[src/rtl/multi_lane_vehicle_counter.sv]
// Per-lane S1/S2 direction detectors with stuck-sensor timeout, feeding one shared
// lot occupancy counter clamped to [0, CAPACITY].
//
// state    | meaning
// IDLE     | no vehicle in the lane, waiting for a fresh sensor rise
// S1_ACT   | outer sensor tripped first, vehicle heading in
// S2_ACT   | inner sensor tripped first, vehicle heading out
// ENTER    | entry confirmed, one-cycle pulse on entering[i]
// EXIT     | exit confirmed, one-cycle pulse on exiting[i]
// WAIT_REL | waiting for both sensors to clear
module multi_lane_vehicle_counter #(
  parameter int N_LANES        = 2,
  parameter int CAPACITY       = 15,
  parameter int TIMEOUT_CYCLES = 1000,
  localparam int CNT_W         = $clog2(CAPACITY + 1)
) (
  input  logic               clk,
  input  logic               reset_n,
  input  logic [N_LANES-1:0] s1,
  input  logic [N_LANES-1:0] s2,
  output logic [N_LANES-1:0] entering,
  output logic [N_LANES-1:0] exiting,
  output logic [N_LANES-1:0] lane_fault,
  output logic [CNT_W-1:0]   occupancy,
  output logic               full,
  output logic               empty,
  output logic               overflow_err,
  output logic               underflow_err
);

  localparam int TW = $clog2(TIMEOUT_CYCLES);
  localparam int SW = CNT_W + $clog2(N_LANES) + 1;
  localparam logic [TW-1:0] TMO_LAST = TW'(TIMEOUT_CYCLES - 1);
  localparam logic signed [SW-1:0] CAP_S = SW'(CAPACITY);

  typedef enum logic [2:0] {
    IDLE, S1_ACT, S2_ACT, ENTER, EXIT, WAIT_REL
  } lane_state_t;

  lane_state_t state     [N_LANES];
  lane_state_t state_nxt [N_LANES];
  logic [TW-1:0] timer   [N_LANES];

  logic [N_LANES-1:0] s1_q, s2_q, s1_d, s2_d;
  logic [N_LANES-1:0] s1_rise, s1_fall, s2_rise, s2_fall;
  logic [N_LANES-1:0] fault_nxt;

  logic signed [SW-1:0] n_in, n_out, occ_sum;

  assign s1_rise = s1_q & ~s1_d;
  assign s1_fall = ~s1_q & s1_d;
  assign s2_rise = s2_q & ~s2_d;
  assign s2_fall = ~s2_q & s2_d;

  always_ff @(posedge clk or negedge reset_n) begin
    if (!reset_n) begin
      s1_q <= '0;
      s2_q <= '0;
      s1_d <= '0;
      s2_d <= '0;
    end else begin
      s1_q <= s1;
      s2_q <= s2;
      s1_d <= s1_q;
      s2_d <= s2_q;
    end
  end

  always_comb begin
    for (int i = 0; i < N_LANES; i++) begin
      state_nxt[i] = state[i];
      fault_nxt[i] = 1'b0;
      case (state[i])
        IDLE: begin
          if (s1_rise[i] && !s2_q[i])      state_nxt[i] = S1_ACT;
          else if (s2_rise[i] && !s1_q[i]) state_nxt[i] = S2_ACT;
        end
        S1_ACT: begin
          if (s2_rise[i])      state_nxt[i] = ENTER;
          else if (s1_fall[i]) state_nxt[i] = IDLE;
          else if (s2_q[i])    state_nxt[i] = EXIT;
          else if (timer[i] == TMO_LAST) begin
            state_nxt[i] = IDLE;
            fault_nxt[i] = 1'b1;
          end
        end
        S2_ACT: begin
          if (s1_rise[i])      state_nxt[i] = EXIT;
          else if (s2_fall[i]) state_nxt[i] = IDLE;
          else if (s1_q[i])    state_nxt[i] = ENTER;
          else if (timer[i] == TMO_LAST) begin
            state_nxt[i] = IDLE;
            fault_nxt[i] = 1'b1;
          end
        end
        ENTER, EXIT: state_nxt[i] = WAIT_REL;
        WAIT_REL: begin
          if (!s1_q[i] && !s2_q[i]) state_nxt[i] = IDLE;
          else if (timer[i] == TMO_LAST) begin
            state_nxt[i] = IDLE;
            fault_nxt[i] = 1'b1;
          end
        end
        default: state_nxt[i] = IDLE;
      endcase
    end
  end

  always_ff @(posedge clk or negedge reset_n) begin
    if (!reset_n) begin
      for (int i = 0; i < N_LANES; i++) begin
        state[i] <= IDLE;
        timer[i] <= '0;
      end
      lane_fault <= '0;
    end else begin
      for (int i = 0; i < N_LANES; i++) begin
        state[i] <= state_nxt[i];
        // Dwell timer restarts on every state change so each phase gets the full budget.
        if (state_nxt[i] != state[i])
          timer[i] <= '0;
        else if (state[i] == S1_ACT || state[i] == S2_ACT || state[i] == WAIT_REL)
          timer[i] <= timer[i] + 1'b1;
      end
      lane_fault <= fault_nxt;
    end
  end

  always_comb begin
    for (int i = 0; i < N_LANES; i++) begin
      entering[i] = (state[i] == ENTER);
      exiting[i]  = (state[i] == EXIT);
    end
  end

  always_comb begin
    n_in  = '0;
    n_out = '0;
    for (int i = 0; i < N_LANES; i++) begin
      n_in  = n_in + SW'(entering[i]);
      n_out = n_out + SW'(exiting[i]);
    end
    occ_sum = $signed({{(SW - CNT_W){1'b0}}, occupancy}) + n_in - n_out;
  end

  // Simultaneous enters and exits net out before the clamp is applied.
  always_ff @(posedge clk or negedge reset_n) begin
    if (!reset_n) begin
      occupancy     <= '0;
      full          <= 1'b0;
      empty         <= 1'b1;
      overflow_err  <= 1'b0;
      underflow_err <= 1'b0;
    end else begin
      overflow_err  <= 1'b0;
      underflow_err <= 1'b0;
      if (occ_sum > CAP_S) begin
        occupancy    <= CNT_W'(CAPACITY);
        full         <= 1'b1;
        empty        <= 1'b0;
        overflow_err <= 1'b1;
      end else if (occ_sum < 0) begin
        occupancy     <= '0;
        full          <= 1'b0;
        empty         <= 1'b1;
        underflow_err <= 1'b1;
      end else begin
        occupancy <= CNT_W'(occ_sum);
        full      <= (occ_sum == CAP_S);
        empty     <= (occ_sum == '0);
      end
    end
  end

endmodule

[config.mk]
export PLATFORM = sky130hd
export DESIGN_NAME = multi_lane_vehicle_counter
export DESIGN_NICKNAME = d
export VERILOG_FILES = /design/src/rtl/multi_lane_vehicle_counter.sv
export SDC_FILE = /design/constraint.sdc
export NUM_CORES = 1
export LEC_CHECK = 0
export CAP_MARGIN = 5
export CELL_PAD_IN_SITES_DETAIL_PLACEMENT = 0
export CELL_PAD_IN_SITES_GLOBAL_PLACEMENT = 1
export CORE_UTILIZATION = 40
export DETAILED_ROUTE_END_ITERATION = 16
export GPL_ROUTABILITY_DRIVEN = 0
export PLACE_DENSITY = 0.78
export SLEW_MARGIN = 10
export SYNTH_ARGS = -nofsm -noshare
export SYNTH_HDL_FRONTEND = slang
export SYNTH_SLANG_ARGS = --single-unit
export TNS_END_PERCENT = 100
[constraint.sdc]
create_clock -name clk -period 5.6 [get_ports clk]
set_clock_uncertainty 0.2 [all_clocks]
set_input_delay 1.12 -clock clk [delete_from_list [all_inputs] [get_ports clk]]
set_output_delay 1.12 -clock clk [all_outputs]
set_load 0.1 [all_outputs]
==> results.md <==
* Outcome: finished, final reports clean
* DR vias at 1,824
* Gr busiest metal: met2
* Gates resized, CTS repair at 0
* Critical path peak fanout at 11
* Largest net degree at the start of global routing at 45
* Clock Root Buffer: clkbuf_8
* Area of the multi-input gates at 1300 µm²
* Slowest-stage cell, CP: clkdlybuf4s50_1
* CORE AREA at 6030 µm²
* Global Route Usage Sum at 0.164
* First-pass GRT wire length at 8070 µm
* DP Area at 2760 µm²
* Syn-to-layout area delta at 12.8%
* RSZ-0062 raised after global routing: false
* Power Dens Cells at 524 nW/µm²
* Number of flops mapped to enable cells by yosys at 0
* Worst setup path endpoint: exiting[0]
* H-tree depth at 2
* Final Core Density at 0.473
* Cells after Synth at 257
* Global routing usage on met3 at 0.0389
* Peak VDD IR at 0.000335 V
* Startpoint Class: flop
* Crit path from: state[5]$_DFF_PN0_
* Maximum clock frequency at 257 MHz
* Largest family of logic cells by synthesized area: simple AND/OR/NAND/NOR gates
* Setup violations, final at 0
* Final hold vios at 0
* Post-route cell area at 2850 µm²
* Boundary Pins at 20
* Grt ovf at 0
* Crit share post-route at 0.695
* Simple-gate share of the synthesized area at 0.257
* Worst path most repeated cell: inv_1
* TritonCTS clock tree: yes
* Die width at 81.5 µm
* Worst path cell trace: inv_1, or3_4, inv_1, clkdlybuf4s50_1
* Syn_nets at 273
* Avg Cell Area, Syn at 9.84 µm²
* Hold slack at 0.345 ns
* Hold Buf Count CTS at 0
* Rel. slew slack at 0.341
* Main synth FF type: dfrtp_1
* Initial antenna violation count at 0
* HP Class: reg -> reg
* XOR/XNOR Fraction of Synth Area at 0.0727
* GRT met1 Usage at 0.217
* Num Clock Sinks at 44
* Number of CTS-inserted buffers at 5
* Tmin final at 3.89 ns
* CP max stage delay at 1.13 ns
* Vias in the first global route at 1,668
* Routed WL at 4770 µm
* Worst R2R Path Depth at 12
* Post-Route Setup TNS at 0 ns
* Met2 track demand over resource at 0.257
* RR Startpoint: state[5]$_DFF_PN0_
* Mux share of post-synthesis cell area at 0.00396
* Post-CTS setup buffers at 0
* Cell Rows at 28
* Final Max Tran Viols at 0
* Quantity of I/O buffers inserted on ports at 19
* Yosys warnings at 0
* CTS clk-pin slew, worst paths at 0.09 ns
* Crit path kind: reg -> out
* CTS Buffer Depth at 2
* CP Capture Type: output pin
* Worst EP arrival at 2.57 ns
* Distinct cells, synth at 56
* Critical Path RT at 4.28 ns
* Nets at 291
* Starting Density at 0.420
* Vert. Die Dim at 81.5 µm
* Share of cells above drive strength 1 at 0.0942
* Hold Startpoint: s2_q[0]$_DFF_PN0_
* DRT Pass-1 Iters at 4
* Seq cells post-synth at 44
* Synthesized area at 2530 µm²
* Compound-Gate Fraction of Synth Area at 0.123
* Slew @ Worst Pin at 0.985 ns
* Initial drt markers at 103
* Number of antenna repair diodes at 0
* Clock latency on the worst-skew pair at 0.31 ns
* Total chip power at 1.50 mW
* Post-synth ARST share at 1.00
* Leakage at 1.18 nW
* Slack of the worst reg-to-reg path at 2.23 ns
* Die ar. at 6640 µm²
* Register Area at 1100 µm²
* Max_cap viols at 0
* Fillers at 590
* Post-route antenna net violation count at 0
* FF-to-FF End: full$_DFF_PN0_
* Adder-cell share of the synthesized area at 0.0584
* DRC at 0
* DR vias/cell at 5.20
* Seq/Total Area, Yosys at 0.436
* Per-cell routed wire length at 13.6 µm
* DP HPWL at 3420 µm
layer usage:
layer  up-vias  routed length, µm  share of wire
met1       868               2230           0.47
met3         6                135          0.028
met5         -                  0              0
met4         0                 68          0.014
met2        27               2340           0.49
li1        923                  -              -
state kept, by name, indices dropped and copies added, names as in the netlist, 2 cells and up:
name        cells
s2_d            2
s1_q            2
s1_d            2
state           6
s2_q            2
lane_fault      2
timer          20
occupancy       4
cells in the mapped netlist (2+ instances only):
cell type	n	area (µm²)
a21oi_1	8	40.0
nand3_1	3	15.0
nand4_1	4	25.0
or3_4	2	22.5
nand2b_1	8	50.1
o21ai_0	4	20.0
ha_1	7	87.6
nor3_1	11	55.1
o21bai_1	2	15.0
a31oi_1	2	12.5
buf_2	2	10.0
and2b_1	4	30.0
buf_6	2	22.5
nand2_1	19	71.3
xnor2_1	15	131
a21o_1	2	15.0
nor2b_1	5	31.3
fa_1	3	60.1
dfrtp_1	43	1080
inv_1	19	71.3
xor2_1	6	52.6
o211ai_4	3	63.8
clkbuf_1	3	11.3
nor4_1	13	81.3
and3_1	2	12.5
o2111ai_1	4	35.0
nor2_1	32	120
final cells by class:
| type | count | share of cell area |
|---|---|---|
| well taps | 75 | 0.0329 |
| flip-flops and latches | 44 | 0.386 |
| repair buffers | 19 | 0.0649 |
| multi-input cells | 185 | 0.457 |
| clock inverters | 1 | 0.00263 |
| clock buffers | 7 | 0.0303 |
| inverters | 20 | 0.0263 |
metrics by stage:
stage,setup slack (ns),cells
2_1_floorplan,1.33,257
3_3_place_gp,2.05,343
3_5_place_dp,2.03,343
4_1_cts,1.68,351
5_1_grt,1.60,351
6_report,1.71,351
where the power goes:
| part | total, mW | switching, mW | leakage, nW | internal (mW) |
|---|---|---|---|---|
| clock network | 0.212 | 0.112 | 0.0445 | 0.100 |
| logic | 0.830 | 0.559 | 0.575 | 0.272 |
| registers | 0.453 | 0.0743 | 0.564 | 0.379 |
kinds of logic after synthesis:
| group | after synthesis |
|---|---|
| buffers and inverters | 28 |
| muxes | 1 |
| xor gates and xnor gates | 21 |
| and+or+nand+nor | 115 |
| adders and majority gates | 10 |
| AOI/OAI and AO/OA | 38 |
| DFF | 44 |
worst min-delay path by stage:
stage,to,cells after the start
after global routing,s2_d[0]$_DFF_PN0_,0
after global placement,s2_d[0]$_DFF_PN0_,0
after detailed placement,s2_d[0]$_DFF_PN0_,0
final,s2_d[0]$_DFF_PN0_,0
after floorplan,s1_d[0]$_DFF_PN0_,0
after CTS,s2_d[0]$_DFF_PN0_,0
worst max-delay path, delay by kind of cell (launching register included):
family / cells / cell delay, ns
buffers and inverters: 3 / 1.33
and+or+nand+nor: 1 / 0.37
DFF: 1 / 0.56
placed cells by master, fill, tap and decap left out, types with 2 or more instances in the layout:
cell             Yosys  routed
a21oi_1              8       8
dfrtp_1             43      43
xnor2_1             15      15
clkbuf_8             0       6
o2111ai_1            4       4
nand2b_1             8       8
nand3_1              3       3
o211ai_4             3       3
inv_1               19      19
nand2_1             19      19
clkdlybuf4s50_1      0      18
nor2_1              32      32
xor2_1               6       6
ha_1                 7       7
or3_4                2       2
a21o_1               2       2
fa_1                 3       3
nor4_1              13      13
o21bai_1             2       2
and3_1               2       2
a31oi_1              2       2
nand4_1              4       4
o21ai_0              4       4
nor2b_1              5       5
nor3_1              11      11
and2b_1              4       4
Note: power is estimated with default switching activity, not from simulation.
